--- src/rtl/hex_display_pkg.sv ---
// Shared constants and types for the multi-digit hex display driver.
//   SEG_BLANK / SEG_ALL_ON : active-low dark and lamp-test patterns
//   GLYPHS                 : active-low 7-segment patterns for nibbles 0..F
//   state_t                : update sequencer states
package hex_display_pkg;

    localparam logic [6:0] SEG_BLANK  = 7'h7F;
    localparam logic [6:0] SEG_ALL_ON = 7'h00;

    // Entry n is the pattern for nibble n (entry 15 listed first).
    localparam logic [15:0][6:0] GLYPHS = {
        7'h0E, 7'h06, 7'h21, 7'h46,   // F E D C
        7'h03, 7'h08, 7'h10, 7'h00,   // B A 9 8
        7'h78, 7'h02, 7'h12, 7'h19,   // 7 6 5 4
        7'h30, 7'h24, 7'h79, 7'h40    // 3 2 1 0
    };

    typedef enum logic {
        IDLE   = 1'b0,
        UPDATE = 1'b1
    } state_t;

endpackage

--- src/rtl/hex_display_bank_glyph.sv ---
// Combinational hex-nibble to active-low 7-segment glyph lookup.
//   nibble  : hex digit 0..F
//   glyph_c : active-low segment pattern, bit k = segment k
module hex7seg_glyph
    import hex_display_pkg::*;
(
    input  logic [3:0] nibble,
    output logic [6:0] glyph_c
);

    always_comb begin
        glyph_c = GLYPHS[nibble];
    end

endmodule

--- src/rtl/hex_display_bank.sv ---
// Multi-digit hex display driver. A load captures the value and masks, then a
// single shared glyph decoder walks the digits from most to least significant,
// one per cycle, applying blanking and leading-zero suppression. The output
// register overlays lamp test and blinking on the stored patterns every cycle.
//   CLOCK_50    : system clock
//   resetn      : synchronous reset, active-low
//   load/ready  : update handshake, load taken only while ready=1
//   value       : packed hex nibbles, digit 0 least significant
//   blank_mask  : per-digit forced dark, captured at load
//   lz_suppress : leading-zero blanking enable, captured at load
//   blink_mask  : per-digit blink enable, live
//   lamp_test   : all segments lit, live
//   HEX         : active-low segments, digit i = HEX[7i+6:7i]
module hex_display_bank
    import hex_display_pkg::*;
#(
    parameter int unsigned DIGITS    = 6,
    parameter int unsigned BLINK_DIV = 25000000
) (
    input  logic                  CLOCK_50,
    input  logic                  resetn,
    input  logic                  load,
    output logic                  ready,
    input  logic [4*DIGITS-1:0]   value,
    input  logic [DIGITS-1:0]     blank_mask,
    input  logic                  lz_suppress,
    input  logic [DIGITS-1:0]     blink_mask,
    input  logic                  lamp_test,
    output logic [7*DIGITS-1:0]   HEX
);

    localparam int unsigned IDX_W = (DIGITS > 1) ? $clog2(DIGITS) : 1;
    localparam int unsigned CNT_W = $clog2(BLINK_DIV + 1);

    state_t                state, state_next;
    logic [IDX_W-1:0]      idx, idx_next;
    logic                  seen_nz, seen_nz_next;
    logic [4*DIGITS-1:0]   shadow_value;
    logic [DIGITS-1:0]     shadow_blank;
    logic                  shadow_lz;
    logic                  capture;
    logic                  seg_we;
    logic [6:0]            seg_new;
    logic [3:0]            nibble;
    logic                  digit_blank;
    logic [6:0]            glyph_c;
    logic [6:0]            seg_reg [DIGITS];
    logic [CNT_W-1:0]      blink_cnt;
    logic                  blink_phase;
    logic [7*DIGITS-1:0]   hex_next;

    hex7seg_glyph u_glyph (
        .nibble  (nibble),
        .glyph_c (glyph_c)
    );

    // Next-state and per-digit decode for the update walk.
    always_comb begin
        state_next   = state;
        idx_next     = idx;
        seen_nz_next = seen_nz;
        capture      = 1'b0;
        seg_we       = 1'b0;
        seg_new      = SEG_BLANK;
        nibble       = 4'h0;
        digit_blank  = 1'b0;

        for (int i = 0; i < int'(DIGITS); i++) begin
            if (idx == IDX_W'(i)) begin
                nibble      = shadow_value[4*i +: 4];
                digit_blank = shadow_blank[i];
            end
        end

        case (state)
            IDLE: begin
                if (load) begin
                    capture      = 1'b1;
                    idx_next     = IDX_W'(DIGITS - 1);
                    seen_nz_next = 1'b0;
                    state_next   = UPDATE;
                end
            end
            UPDATE: begin
                seg_we = 1'b1;
                if (digit_blank) begin
                    seg_new = SEG_BLANK;
                end else if (shadow_lz && !seen_nz && (nibble == 4'h0) && (idx != '0)) begin
                    seg_new = SEG_BLANK;
                end else begin
                    seg_new = glyph_c;
                end
                // A blanked non-zero digit still ends the leading-zero run.
                if (nibble != 4'h0) begin
                    seen_nz_next = 1'b1;
                end
                if (idx == '0) begin
                    state_next = IDLE;
                end else begin
                    idx_next = idx - IDX_W'(1);
                end
            end
            default: begin
                state_next = IDLE;
            end
        endcase
    end

    // Sequencer and shadow registers.
    always_ff @(posedge CLOCK_50) begin
        if (!resetn) begin
            state        <= IDLE;
            ready        <= 1'b1;
            idx          <= '0;
            seen_nz      <= 1'b0;
            shadow_value <= '0;
            shadow_blank <= '0;
            shadow_lz    <= 1'b0;
        end else begin
            state   <= state_next;
            ready   <= (state_next == IDLE);
            idx     <= idx_next;
            seen_nz <= seen_nz_next;
            if (capture) begin
                shadow_value <= value;
                shadow_blank <= blank_mask;
                shadow_lz    <= lz_suppress;
            end
        end
    end

    // Stored per-digit patterns; only the digit under idx is written.
    always_ff @(posedge CLOCK_50) begin
        for (int i = 0; i < int'(DIGITS); i++) begin
            if (!resetn) begin
                seg_reg[i] <= SEG_BLANK;
            end else if (seg_we && (idx == IDX_W'(i))) begin
                seg_reg[i] <= seg_new;
            end
        end
    end

    // Free-running blink timer; phase flips each time the counter wraps.
    always_ff @(posedge CLOCK_50) begin
        if (!resetn) begin
            blink_cnt   <= '0;
            blink_phase <= 1'b0;
        end else if (blink_cnt == CNT_W'(BLINK_DIV - 1)) begin
            blink_cnt   <= '0;
            blink_phase <= ~blink_phase;
        end else begin
            blink_cnt <= blink_cnt + CNT_W'(1);
        end
    end

    // Output overlay: lamp test over blink over stored pattern.
    always_comb begin
        hex_next = {DIGITS{SEG_BLANK}};
        for (int i = 0; i < int'(DIGITS); i++) begin
            if (lamp_test) begin
                hex_next[7*i +: 7] = SEG_ALL_ON;
            end else if (blink_mask[i] && blink_phase) begin
                hex_next[7*i +: 7] = SEG_BLANK;
            end else begin
                hex_next[7*i +: 7] = seg_reg[i];
            end
        end
    end

    always_ff @(posedge CLOCK_50) begin
        if (!resetn) begin
            HEX <= {DIGITS{SEG_BLANK}};
        end else begin
            HEX <= hex_next;
        end
    end

endmodule

--- config.mk ---
export PLATFORM = sky130hd
export DESIGN_NAME = hex_display_bank
export DESIGN_NICKNAME = d
export VERILOG_FILES = /design/src/rtl/hex_display_pkg.sv /design/src/rtl/hex_display_bank_glyph.sv /design/src/rtl/hex_display_bank.sv
export SDC_FILE = /design/constraint.sdc
export NUM_CORES = 1
export LEC_CHECK = 0
export ABC_AREA = 1
export CORE_UTILIZATION = 55
export DETAILED_ROUTE_END_ITERATION = 10
export DONT_BUFFER_PORTS = 1
export PLACE_DENSITY = 0.73
export SYNTH_ARGS = -nofsm -noshare
export SYNTH_HDL_FRONTEND = slang
export SYNTH_HIERARCHICAL = 1
export SYNTH_SLANG_ARGS = --single-unit
--- constraint.sdc ---
create_clock -name CLOCK_50 -period 2.4 [get_ports CLOCK_50]
set_input_delay 0.48 -clock CLOCK_50 [delete_from_list [all_inputs] [get_ports CLOCK_50]]
set_output_delay 0.48 -clock CLOCK_50 [all_outputs]
set_load 0.05 [all_outputs]
### Word level (Yosys, flattened, before mapping)

Memories as Yosys holds them, arrays and structs flattened.
Cells that the tools add are included.

| word-level totals | value |
|---|---|
| memories | 2 |
| output and inout port bits | 43 |
| latch bits | 0 |
| ROM bits | 112 |
| register bits | 105 |
| input port bits | 41 |
| memory bits (writable) | 42 |
| word-level logic and storage cells | 121 |

Memory list:

| name | depth | bits a word | rd ports | clocked after Yosys merged registers in | write ports | line | RTL |
|---|---|---|---|---|---|---|---|
| (name not given) | 16 | 7 | 1 | 0 | 0 | hex_display_bank_glyph.sv:12 | `glyph_c = GLYPHS[nibble];` |
| seg_reg | 6 | 7 | 6 | 0 | 6 | hex_display_bank.sv:47 | `logic [6:0] seg_reg [DIGITS];` |

| operators by class | value |
|---|---|
| div/mod/pow operators | 0 |
| mux-type cells | 64 |
| magnitude comparators | 1 |
| shift operators | 0 |
| $mul | 0 |
| bitwise gates (word level) | 10 |
| equality and inequality tests | 9 |
| add/subtract/negate cells | 2 |
| reductions and logical operators | 23 |

Operator list:

| kind | count |
|---|---|
| $mux W7 | 22 |
| $mux W1 | 31 |
| $add A25 B1 Y25 const B | 1 |
| $eq A25 B25 Y1 const B | 1 |
| $mux W4 | 6 |
| $logic_and A1 B1 Y1 | 15 |
| $eq A3 B2 Y1 const B | 2 |
| $eq A3 B3 Y1 const B | 2 |
| $mux W3 | 2 |
| $or A1 B1 Y1 | 6 |
| $pmux W3 S2 | 1 |
| $lt A4 B5 Y1 const B | 1 |
| $logic_not A4 Y1 | 1 |
| $ne A2 B2 Y1 const B | 2 |
| $not A1 Y1 | 4 |
| $pmux W1 S2 | 2 |
| $reduce_and A2 Y1 | 2 |
| $reduce_bool A4 Y1 | 1 |
| $eq A3 B1 Y1 const B | 1 |
| $logic_not A3 Y1 | 1 |
| $reduce_bool A3 Y1 | 1 |
| $sub A3 B1 Y3 const B | 1 |
| $ne A2 B1 Y1 const B | 1 |
| $reduce_or A2 Y1 | 1 |
| $logic_not A1 Y1 | 1 |

### Depth between registers and ports, before layout

Gate-level depths: netlist of the first run.

| logic depth | value |
|---|---|
| word-level depth | 14 |
| gate-level depth with buffers | 19 |
| depth with buffers taken out | 18 |

### By module

Netlist of the first run, hierarchy kept.

Modules (own cells, without submodules):

| module | area each (µm²) | cells an instance | times used | seq. area each (µm²) |
|---|---|---|---|---|
| hex_display_bank | 6060.8 | 707 | 1 | 3363.2 |
| hex7seg_glyph | 274.0 | 49 | 1 | 0.0 |

### Worst setup path before layout of the first run

Ideal clock, no wire load.

| timing | value |
|---|---|
| path kind | register to register |
| from | register idx[0] |
| to | memory seg_reg[0][3] (data pin) |
| clock period less this slack | 2.421 ns |
| data required time | 2.117 ns |
| setup slack | -0.021 ns |
| arrival time | 2.138 ns |
| stages on the path, launching flop included | 18 |
| setup time | 0.283 ns |
| path buffers | 0 |
| cell sequence | dfxtp_1 -> inv_1 -> ha_1 -> inv_1 -> nor2_1 -> nand2_1 -> nand3_1 -> nand2_1 -> nand2_1 -> nand2_1 -> nand2_1 -> inv_1 -> ha_1 -> nand2_1 -> nand3_1 -> nand2_1 -> inv_1 -> nand4_1 |

RTL lines:

| item | line | RTL |
|---|---|---|
| start, declared | hex_display_bank.sv:36 | `logic [IDX_W-1:0] idx, idx_next;` |
| start signal, assigned | hex_display_bank.sv:122 | `idx <= idx_next;` |
| end, declared | hex_display_bank.sv:47 |  |

==> metrics.md, run 1 <==
| Metric | Value |
|---|---|
| Global-route wire length before repair | `22.2 mm` |
| Slew margin rel. | `44.7%` |
| Clock Pin Slew Worst Setup and Hold Paths | `0.06 ns` |
| Syn nets | `810` |
| Max clock buf depth | `2` |
| Max-cap violations | `0` |
| Top cell type's share of synthesized area | `33.2%` |
| Biggest cell delay along the critical path | `0.36 ns` |
| Seq pwr share | `44.1%` |
| Die W | `109 um` |
| GRT Util Overall | `24.3%` |
| Switch Pwr | `1.79 mW` |
| Post-synth top cells | `nand2_1, dfxtp_1, nor2_1, o21ai_0, inv_1` |
| Seq/Total Area, Yosys | `53.1%` |
| Final Util | `67.0%` |
| I/O Buffers | `0` |
| TritonCTS clock tree | `built` |
| Setup violations, final | `0` |
| Vias per cell | `5.59` |
| Fraction of layout cells with a size suffix above 1 | `16.0%` |
| Area growth syn-to-layout | `16.7%` |
| Layout Cells excl Fill | `933` |
| Pre-antenna DRT Iters | `7` |
| Final Hold Fails | `0` |
| Status | `finished, final reports clean` |
| Critical Path Fanout Max | `12` |
| Mean Syn Cell Area | `8.38 um2` |
| CP Data Required Time | `2.56 ns` |
| TritonCTS Buffers | `17` |
| Worst Path Buf+Inv | `5` |
| Diodes inserted | `0` |
| Clock latency on the worst-skew pair | `0.42 ns` |
| Worst path most repeated cell | `nand2_1` |
| Synth Flop Type | `dfxtp_1` |
| Initial Util | `57.4%` |
| Worst-margin pin slew | `0.828 ns` |
| Hold WS | `0.133 ns` |
| Global route total overflow | `0` |
| Worst Path Arrival | `2.51 ns` |
| Die area | `0.0120 mm2` |
| Core Box Area | `0.0110 mm2` |
| EDFF count, synth | `42` |
| Cts hold-fix bufs | `0` |
| Boundary pin count | `84` |
| WL per Instance | `14.9 um` |
| Post-layout min period | `2.35 ns` |
| Placement Setup Slack | `-0.176 ns` |
| Final period utilization | `97.9%` |
| Final routed DRC violation total | `0` |
| Vias in the first global route | `4,835` |
| Critical path's slowest cell | `dfxtp_4` |
| Startpoint types | `flip-flop` |
| Gp weighted congestion | `0.969` |
| Post-Syn Area | `0.00633 mm2` |
| Max-slew violations | `0` |
| Total power | `6.51 mW` |
| Synth area leaders | `dfxtp_1, edfxtp_1, nand2_1` |
| Hold Crit Class | `in2reg` |
| Pwr/cell area | `880 mW/mm2` |
| Placed cells | `893` |
| Clock sinks | `147` |
| Pleak | `2.80 nW` |
| Worst Setup End Kind | `flip-flop` |
| Yosys warnings | `6` |
| PnR worst setup slack | `0.0497 ns` |
| Combinational share of power | `13.7%` |
| Synth Register Bits | `147` |
| Top cell family by delay on the critical path | `simple AND/OR/NAND/NOR gates` |
| Clock power share | `42.2%` |
| Largest net degree at the start of global routing | `84` |
| Count leader, synth | `nand2_1` |
| Initial drt markers | `376` |
| Multi-input gate area | `0.00259 mm2` |
| Post-Syn Instances | `756` |
| Post-DRT Antenna Nets | `0` |
| Setup Skew | `0.00672 ns` |
| Nets | `834` |
| Worst IR Drop VDD | `0.649 mV` |
| H-Tree Depth | `4` |
| Unique cell type count in the Yosys netlist | `34` |
| Crit path kind | `reg2reg` |
| FP Rows | `38` |
| WL final | `13.9 mm` |
| Asr flop ratio synth | `0%` |
| DPL Wire Length | `9.44 mm` |
| Maximum clock rate | `425 MHz` |
| Height of the die | `109 um` |
| CTS Root Cell | `clkbuf_16` |
| DR vias | `5,219` |
| Register Area | `0.00337 mm2` |
| Initial antenna violation count | `0` |
| Sw frac | `27.6%` |
| Post-synth top area cell | `dfxtp_1` |
| Crit-path cells | `buf_4 -> ha_4 -> nand2_4 -> buf_4 -> o21ai_2 -> inv_1 -> nand2_1 -> nand2_1 -> nand2_1 -> nand2_4 -> inv_1 -> nand2_1 -> nand3_1 -> nand2_1 -> inv_2 -> nand4_1` |
| Pint | `4.71 mW` |
| Filler instances | `897` |
-- power groups by stage --
stage / sequential (mW) / clock [mW] / combinational [mW]
after floorplan: 2.89 / 0 / 0.587
after global placement: 2.91 / 0 / 0.727
after detailed placement: 2.92 / 0 / 0.762
after CTS: 2.87 / 2.78 / 0.781
after global routing: 2.88 / 2.89 / 0.988
final: 2.87 / 2.75 / 0.890
-- final timing paths --
check | slack (ns) | start | cells past startpoint | to
worst max-delay path | 0.05 | idx[1]$_SDFFE_PN0P_ | 16 | seg_reg[2][4]$_SDFFCE_PN1P_
worst min-delay path | 0.13 | resetn | 1 | HEX[41]$_SDFF_PN1_
worst max register to register | 0.05 | idx[1]$_SDFFE_PN0P_ | 16 | seg_reg[2][4]$_SDFFCE_PN1P_
worst min register to register | 0.45 | blink_cnt[0]$_SDFF_PP0_ | 1 | blink_cnt[0]$_SDFF_PP0_
-- cells by family (layout without fill, tap and decap cells) --
group,after synthesis,in the layout,share of synthesized area (%)
simple gates,375,375,26.5
flops,147,147,53.1
compound gates,106,106,8.51
buf+inv,104,141,7.62
fa+ha+maj,13,13,2.57
xor+xnor,10,10,1.38
mux,1,1,0.355
-- area by class of cell --
type | instances | area share, %
clock buffers | 23 | 7.06
multi-input cells | 505 | 35.1
clock inverters | 9 | 1.52
flip-flops and latches | 147 | 45.6
inverters | 68 | 3.76
repair buffers | 41 | 4.60
well taps | 140 | 2.37
-- cells in the final DEF, fill, tap and decap left out, types with 6 or more instances in the layout --
master and instances:
xor2_1 7, ha_1 6, o21ai_0 83, nor4_1 6, inv_2 10, nand3_1 30
nor2_1 101, clkbuf_16 20, or2_2 7, edfxtp_1 42, nand4_1 47, nor3_1 15
nand2_1 145, nand2_2 8, buf_4 37, dfxtp_1 102, a21oi_1 18, inv_1 50
-- routing by layer --
metal	share of wire, %	GRT usage, %	routed length, um	vias up
met4	2.8	10.4	383	0
met1	42	29.5	5870	2444
met2	49	40.3	6780	176
met5	0	0	0	-
met3	6.3	7.23	870	39
li1	-	-	-	2560
-- timing repair --
item / 4_1_cts / 5_1_grt
pin swaps: 1 / 10
endpoints found under the setup margin: 42 / 42
gates resized for setup: 11 / 41
setup buffers: 0 / 8
endpoints found under the hold margin: 0 / 0
-- per-stage QoR --
| step | cell area [um2] | TNS [ns] |
|---|---|---|
| 2_1_floorplan | 6340 | 0 |
| 3_3_place_gp | 6560 | -0.450 |
| 3_5_place_dp | 6560 | -3.57 |
| 4_1_cts | 7210 | -0.00705 |
| 5_1_grt | 7390 | -0.837 |
| 6_report | 7390 | 0 |
(Power assumes the default switching activity.)
==> inputs of run 2 (changes only) <==
--- a/config.mk
+++ b/config.mk
@@ -9,7 +9,7 @@
 export CORE_UTILIZATION = 55
 export DETAILED_ROUTE_END_ITERATION = 10
 export DONT_BUFFER_PORTS = 1
-export PLACE_DENSITY = 0.73
+export PLACE_DENSITY = 0.83
 export SYNTH_ARGS = -nofsm -noshare
 export SYNTH_HDL_FRONTEND = slang
 export SYNTH_HIERARCHICAL = 1
==> run 2 against run 1 <==
  * Non-clock buffer count grew 11
  * Combinational power grew 3.1%
  * Fmax grew 2.6%
  * Critical endpoint is now seg_reg[1][2]$_SDFFCE_PN1P_
  * Final cell count grew 1.2%
  * Critical path type unchanged
  * First-iteration DRC count grew 3.5%
  * Sequential power is essentially flat
  * Largest cell class unchanged
==> metrics.md, run 2 (synthesis gave the netlist of run 1 again) <==
| Metric | Value |
|---|---|
| Worst IR Drop VDD | `0.797 mV (was 0.649 mV)` |
| Crit path kind | `reg2reg (unchanged)` |
| Clock Pin Slew Worst Setup and Hold Paths | `0.07 ns (was 0.06 ns)` |
| Combinational share of power | `14.6% (was 13.7%)` |
| DPL Wire Length | `9.62 mm (was 9.44 mm)` |
| Sw frac | `30.4% (was 27.6%)` |
| PnR worst setup slack | `0.108 ns (was 0.0497 ns)` |
| Final period utilization | `95.5% (was 97.9%)` |
| Setup TNS | `0 ns (unchanged)` |
| CTS Root Cell | `clkbuf_16 (unchanged)` |
| Crit-path cells | `inv_4 -> ha_4 -> inv_1 -> nor2_4 -> buf_4 -> nand2_1 -> nand3_1 -> nand2_1 -> nand2_1 -> nand2_1 -> nand2_4 -> buf_4 -> nor2_2 -> nand3_4 -> buf_12 -> nand4_1 (was buf_4 -> ha_4 -> nand2_4 -> buf_4 -> o21ai_2 -> inv_1 -> nand2_1 -> nand2_1 -> nand2_1 -> nand2_4 -> inv_1 -> nand2_1 -> nand3_1 -> nand2_1 -> inv_2 -> nand4_1)` |
| Hold Path Stages | `1 (unchanged)` |
| TritonCTS clock tree | `built (unchanged)` |
| Worst Path Buf+Inv | `5 (unchanged)` |
| Initial antenna violation count | `0 (unchanged)` |
| Clock power share | `39.7% (was 42.2%)` |
| Fraction of layout cells with a size suffix above 1 | `16.7% (was 16.0%)` |
| GRT Util Overall | `24.2% (was 24.3%)` |
| Switch Pwr | `1.90 mW (was 1.79 mW)` |
| Nets | `845 (was 834)` |
| CP Depth | `16 (unchanged)` |
| Worst Path Arrival | `2.44 ns (was 2.51 ns)` |
| Global-route wire length before repair | `22.0 mm (was 22.2 mm)` |
| DR vias | `5,188 (was 5,219)` |
| I/O Buffers | `0 (unchanged)` |
| Met3 Use GR | `6.99% (was 7.23%)` |
| Post-DRT Antenna Nets | `0 (unchanged)` |
| Clock sinks | `147 (unchanged)` |
| H-Tree Depth | `4 (unchanged)` |
| Initial drt markers | `389 (was 376)` |
| Multi-input gate area | `0.00257 mm2 (was 0.00259 mm2)` |
| Die W | `109 um (unchanged)` |
| Worst Setup End Kind | `flip-flop (unchanged)` |
| Area growth syn-to-layout | `16.6% (was 16.7%)` |
| Height of the die | `109 um (unchanged)` |
| Cts hold-fix bufs | `0 (unchanged)` |
| FP Rows | `38 (unchanged)` |
| Gp weighted congestion | `0.861 (was 0.969)` |
| Leading cell type in the layout, fill and taps excluded | `nand2_1 (unchanged)` |
| Setup violations, final | `0 (unchanged)` |
| Vias in the first global route | `4,753 (was 4,835)` |
| Placement Setup Slack | `-0.168 ns (was -0.176 ns)` |
| Register Area | `0.00337 mm2 (about the same)` |
| Final routed DRC violation total | `0 (unchanged)` |
| Post-layout min period | `2.29 ns (was 2.35 ns)` |
| Largest net degree at the start of global routing | `84 (unchanged)` |
| Pre-antenna DRT Iters | `5 (was 7)` |
| Worst-margin pin slew | `0.513 ns (was 0.828 ns)` |
| WL final | `13.7 mm (was 13.9 mm)` |
| CP Data Required Time | `2.55 ns (was 2.56 ns)` |
| Hold Crit Class | `in2reg (unchanged)` |
| Biggest cell delay along the critical path | `0.37 ns (was 0.36 ns)` |
| Met1 Usage GRT | `28.4% (was 29.5%)` |
| Initial Util | `57.4% (unchanged)` |
| Max clock buf depth | `2 (unchanged)` |
| Max-slew violations | `0 (unchanged)` |
| Clock latency on the worst-skew pair | `0.43 ns (was 0.42 ns)` |
| WL per Instance | `14.6 um (was 14.9 um)` |
| Most Crowded Layer GR | `met2 (unchanged)` |
| Top cell family by delay on the critical path | `simple AND/OR/NAND/NOR gates (unchanged)` |
| Max-cap violations | `0 (unchanged)` |
| Pint | `4.37 mW (was 4.71 mW)` |
| Maximum clock rate | `436 MHz (was 425 MHz)` |
| Seq pwr share | `45.7% (was 44.1%)` |
| Pleak | `2.80 nW (about the same)` |
| Critical Path Fanout Max | `28 (was 12)` |
| Worst path most repeated cell | `nand2_1 (unchanged)` |
| Total power | `6.27 mW (was 6.51 mW)` |
| Diodes inserted | `0 (unchanged)` |
| Path depth of the worst reg2reg path | `16 (unchanged)` |
| TritonCTS Buffers | `17 (unchanged)` |
| Status | `finished, final reports clean (unchanged)` |
| Boundary pin count | `84 (unchanged)` |
| Global-route track usage on met2 | `41.3% (was 40.3%)` |
| Final Hold Fails | `0 (unchanged)` |
| Vias per cell | `5.50 (was 5.59)` |
| Most frequent cells in the layout | `nand2_1, dfxtp_1, nor2_1, o21ai_0, inv_1 (unchanged)` |
| Core Box Area | `0.0110 mm2 (unchanged)` |
| Die area | `0.0120 mm2 (unchanged)` |
| Filler instances | `942 (was 897)` |
| Final Util | `66.9% (was 67.0%)` |
| Hold WS | `0.132 ns (was 0.133 ns)` |
| Pwr/cell area | `850 mW/mm2 (was 880 mW/mm2)` |
| Setup Skew | `0.0123 ns (was 0.00672 ns)` |
| Global route total overflow | `0 (unchanged)` |
| Critical path's slowest cell | `dfxtp_4 (unchanged)` |
| Startpoint types | `flip-flop (unchanged)` |
| Slew margin rel. | `65.8% (was 44.7%)` |
## run 2: power groups by stage
stage | combinational (mW) | clock, mW | sequential [mW]
after floorplan | 0.587 | 0 | 2.89
after global placement | 0.792 | 0 | 2.91
after detailed placement | 0.822 | 0 | 2.92
after CTS | 0.847 | 2.52 | 2.86
after global routing | 1.02 | 2.63 | 2.88
final | 0.918 | 2.49 | 2.87
## run 2: final cells by class
class                   instances  share of cell area [%]
well taps                     140                    2.37
repair buffers                 52                    5.73
multi-input cells             505                    34.9
inverters                      68                    3.73
clock buffers                  17                    5.76
flip-flops and latches        147                    45.6
clock inverters                15                    1.91
## run 2: path summary, 6_finish.rpt
path | from | endpoint | slack [ns]
setup / recovery | idx[0]$_SDFFE_PN0P_ | seg_reg[1][2]$_SDFFCE_PN1P_ | 0.11
hold reg to reg | blink_cnt[0]$_SDFF_PP0_ | blink_cnt[0]$_SDFF_PP0_ | 0.45
setup reg to reg | idx[0]$_SDFFE_PN0P_ | seg_reg[1][2]$_SDFFCE_PN1P_ | 0.11
hold / removal | resetn | HEX[38]$_SDFF_PN1_ | 0.13
## run 2: layer usage
| layer | wire length, um | up-vias | part of all wire [%] |
|---|---|---|---|
| li1 | - | 2579 | - |
| met4 | 288 | 0 | 2.1 |
| met1 | 5790 | 2416 | 42 |
| met2 | 6850 | 172 | 50 |
| met5 | 0 | - | 0 |
| met3 | 820 | 21 | 6.0 |
## run 2: through the flow
stage	instance area (um2)	std cells
global route	7380	944
detailed placement	6660	906
global placement	6660	906
finish	7380	944
floorplan	6340	756
CTS	7270	941
## run 2: repair_timing
| item | in CTS | in global routing |
|---|---|---|
| gates resized for setup | 12 | 32 |
| buffers inserted | 3 | 3 |
| setup endpoints to repair | 38 | 42 |
| pin swaps | 1 | 7 |
| endpoints found under the hold margin | 0 | 0 |
## run 2: worst reg2reg max path, delay by kind of cell, from the launching register on
kind,cells,cell delay (ns)
adders and majority gates,1,0.15
buffers and inverters,5,0.61
DFF,1,0.37
and+or+nand+nor,10,0.90
==> inputs of run 3 (changes only) <==
--- a/config.mk
+++ b/config.mk
@@ -9,7 +9,7 @@
 export CORE_UTILIZATION = 55
 export DETAILED_ROUTE_END_ITERATION = 10
 export DONT_BUFFER_PORTS = 1
-export PLACE_DENSITY = 0.83
+export PLACE_DENSITY = 0.8
 export SYNTH_ARGS = -nofsm -noshare
 export SYNTH_HDL_FRONTEND = slang
 export SYNTH_HIERARCHICAL = 1
==> constraint.sdc (replaced) <==
create_clock -name CLOCK_50 -period 2.8 [get_ports CLOCK_50]
set_input_delay 0.56 -clock CLOCK_50 [delete_from_list [all_inputs] [get_ports CLOCK_50]]
set_output_delay 0.56 -clock CLOCK_50 [all_outputs]
set_load 0.05 [all_outputs]
==> run 3 against run 2 <==
  * Worst setup slack better by 0.11 ns
  * Combinational power down 32%
  * Final cell count down 4.4%
  * Clock power down 12%
  * First-iteration DRC count down 11%
  * Count of clock-buffer cells in the layout up 3
  * Worst hold slack better by 0.084 ns
  * Clock skew down 0.0033 ns
  * Largest cell class unchanged
  * Sequential share of layout area up 2.6 points
  * Core utilization down 3.7 points
==> metrics.md, run 3 (synthesis gave the netlist of run 1 again) <==
| Metric | Value |
|---|---|
| GRT Util Overall | `23.2% (was 24.2%)` |
| Reg-to-reg endpoint | `seg_reg[3][4]$_SDFFCE_PN1P_ (was seg_reg[1][2]$_SDFFCE_PN1P_)` |
| DPL Wire Length | `8.92 mm (was 9.62 mm)` |
| FP Rows | `38 (unchanged)` |
| Clock Pin Slew Worst Setup and Hold Paths | `0.06 ns (was 0.07 ns)` |
| RSZ-0062 raised after global routing | `no` |
| Most frequent cells in the layout | `nand2_1, dfxtp_1, nor2_1, o21ai_0, inv_1 (unchanged)` |
| Highest routed layer | `met4 (unchanged)` |
| Worst Setup End Kind | `flip-flop (unchanged)` |
| Pre-antenna DRT Iters | `5 (unchanged)` |
| Final Hold Fails | `0 (unchanged)` |
| Metal-1 WL | `5.64 mm (was 5.79 mm)` |
| Startpoint types | `flip-flop (unchanged)` |
| WL final | `12.7 mm (was 13.7 mm)` |
| Hold Crit Class | `in2reg (unchanged)` |
| Initial Util | `57.4% (unchanged)` |
| Worst path most repeated cell | `nand2_1 (unchanged)` |
| Post-layout min period | `2.58 ns (was 2.29 ns)` |
| Die W | `109 um (unchanged)` |
| TritonCTS Buffers | `17 (unchanged)` |
| Crit-path cells | `inv_6 -> nand2_4 -> inv_1 -> nand2_1 -> nand2_1 -> inv_1 -> nand2_1 -> nand2_1 -> nand2_2 -> inv_1 -> ha_1 -> nand2_1 -> nand3_1 -> nand2_1 -> inv_1 -> nand4_1 (was inv_4 -> ha_4 -> inv_1 -> nor2_4 -> buf_4 -> nand2_1 -> nand3_1 -> nand2_1 -> nand2_1 -> nand2_1 -> nand2_4 -> buf_4 -> nor2_2 -> nand3_4 -> buf_12 -> nand4_1)` |
| Setup TNS | `0 ns (unchanged)` |
| Final period utilization | `92.1% (was 95.5%)` |
| Path depth of the worst reg2reg path | `16 (unchanged)` |
| Diodes inserted | `0 (unchanged)` |
| Status | `finished, final reports clean (unchanged)` |
| Register Area | `0.00336 mm2 (was 0.00337 mm2)` |
| Worst IR Drop VDD | `0.573 mV (was 0.797 mV)` |
| Area growth syn-to-layout | `10.1% (was 16.6%)` |
| Initial drt markers | `345 (was 389)` |
| Initial antenna violation count | `0 (unchanged)` |
| Clock latency on the worst-skew pair | `0.42 ns (was 0.43 ns)` |
| WL per Instance | `14.1 um (was 14.6 um)` |
| Setup Skew | `0.00896 ns (was 0.0123 ns)` |
| Max-cap violations | `0 (unchanged)` |
| H-Tree Depth | `4 (unchanged)` |
| Global route total overflow | `0 (unchanged)` |
| Largest net degree at the start of global routing | `84 (unchanged)` |
| Met3 routed WL | `809 um (was 820 um)` |
| Resized cells post-CTS | `1 (was 12)` |
| Setup violations, final | `0 (unchanged)` |
| Critical path's slowest cell | `dfxtp_1 (was dfxtp_4)` |
| Met2 WL | `6.06 mm (was 6.85 mm)` |
| Final routed DRC violation total | `0 (unchanged)` |
| Core Box Area | `0.0110 mm2 (unchanged)` |
| Clock sinks | `147 (unchanged)` |
| Dpl cell area | `0.00636 mm2 (was 0.00666 mm2)` |
| Boundary pin count | `84 (unchanged)` |
| Cts hold-fix bufs | `0 (unchanged)` |
| Max clock buf depth | `2 (unchanged)` |
| Gp weighted congestion | `0.921 (was 0.861)` |
| Hold_sp | `resetn (unchanged)` |
| Maximum clock rate | `388 MHz (was 436 MHz)` |
| Vias per cell | `5.47 (was 5.50)` |
| Crit path kind | `reg2reg (unchanged)` |
| Nets | `803 (was 845)` |
| Worst R2R Setup Slack | `0.22 ns (was 0.11 ns)` |
| CTS Root Cell | `clkbuf_16 (unchanged)` |
| Critical Path Fanout Max | `8 (was 28)` |
| Pleak | `2.60 nW (was 2.80 nW)` |
| Critical path launch point | `idx[2]$_SDFFE_PN0P_ (was idx[0]$_SDFFE_PN0P_)` |
| Worst-margin pin slew | `0.874 ns (was 0.513 ns)` |
| Slew margin rel. | `41.7% (was 65.8%)` |
| Post CTS Setup Buffer Count | `0 (was 3)` |
| Global-route wire length before repair | `21.1 mm (was 22.0 mm)` |
| TritonCTS clock tree | `built (unchanged)` |
| DR vias | `4,932 (was 5,188)` |
| Worst flop-to-flop path startpoint | `idx[2]$_SDFFE_PN0P_ (was idx[0]$_SDFFE_PN0P_)` |
| I/O Buffers | `0 (unchanged)` |
| Max-slew violations | `0 (unchanged)` |
| Leading cell type in the layout, fill and taps excluded | `nand2_1 (unchanged)` |
| Filler instances | `927 (was 942)` |
| Multi-input gate area | `0.00252 mm2 (was 0.00257 mm2)` |
| Worst Path Arrival | `2.72 ns (was 2.44 ns)` |
| Vias in the first global route | `4,520 (was 4,753)` |
| Post-DRT Antenna Nets | `0 (unchanged)` |
| Pwr/cell area | `755 mW/mm2 (was 850 mW/mm2)` |
| Setup crit end | `seg_reg[3][4]$_SDFFCE_PN1P_ (was seg_reg[1][2]$_SDFFCE_PN1P_)` |
| Fraction of layout cells with a size suffix above 1 | `9.58% (was 16.7%)` |
| CP Data Required Time | `2.94 ns (was 2.55 ns)` |
| Design Area, Final | `0.00697 mm2 (was 0.00738 mm2)` |
| Die area | `0.0120 mm2 (unchanged)` |
| Height of the die | `109 um (unchanged)` |
| Biggest cell delay along the critical path | `0.62 ns (was 0.37 ns)` |
-- run 3: layout make-up --
cell class	count	share of cell area, %
flip-flops and latches	147	48.3
multi-input cells	505	36.1
clock buffers	20	6.41
inverters	68	3.77
well taps	140	2.51
clock inverters	12	1.87
repair buffers	10	1.08
-- run 3: power by group --
| part | leakage, nW | internal [mW] | switching (mW) |
|---|---|---|---|
| logic | 1.16 | 0.175 | 0.452 |
| clock network | 0.281 | 1.34 | 0.846 |
| registers | 1.16 | 2.28 | 0.170 |
-- run 3: layer usage --
layer / up-vias / global-route usage [%]
met3: 18 / 6.11
met5: - / 0
li1: 2493 / -
met1: 2252 / 29.4
met4: 0 / 11.2
met2: 169 / 37.0
-- run 3: worst min-delay path by stage --
stage	end	slack, ns	depth (start not counted)
after floorplan	blink_cnt[0]$_SDFF_PP0_	0.42	1
after global placement	blink_cnt[0]$_SDFF_PP0_	0.43	1
after detailed placement	blink_cnt[0]$_SDFF_PP0_	0.45	1
after CTS	HEX[39]$_SDFF_PN1_	0.19	1
after global routing	HEX[30]$_SDFF_PN1_	0.20	1
final	HEX[41]$_SDFF_PN1_	0.22	1
-- run 3: worst max-delay path: cells and delay by family (launching register included) --
kind                     cells  cell delay [ns]
AND/OR/NAND/NOR             10             0.81
buffers and inverters        5             0.68
flip-flops                   1             0.62
adder cells (fa/ha/maj)      1             0.17
-- run 3: through the flow --
step	instances	setup slack, ns	utilization (%)	power [mW]	hold slack (ns)
after global routing	902	0.00556	63.2	5.48	0.196
after CTS	902	0.0168	62.9	5.28	0.194
final	902	0.220	63.2	5.26	0.216
after global placement	870	0.194	57.7	3.06	0.427
after floorplan	756	0.379	-	2.98	0.418
after detailed placement	870	0.0129	57.7	3.10	0.445
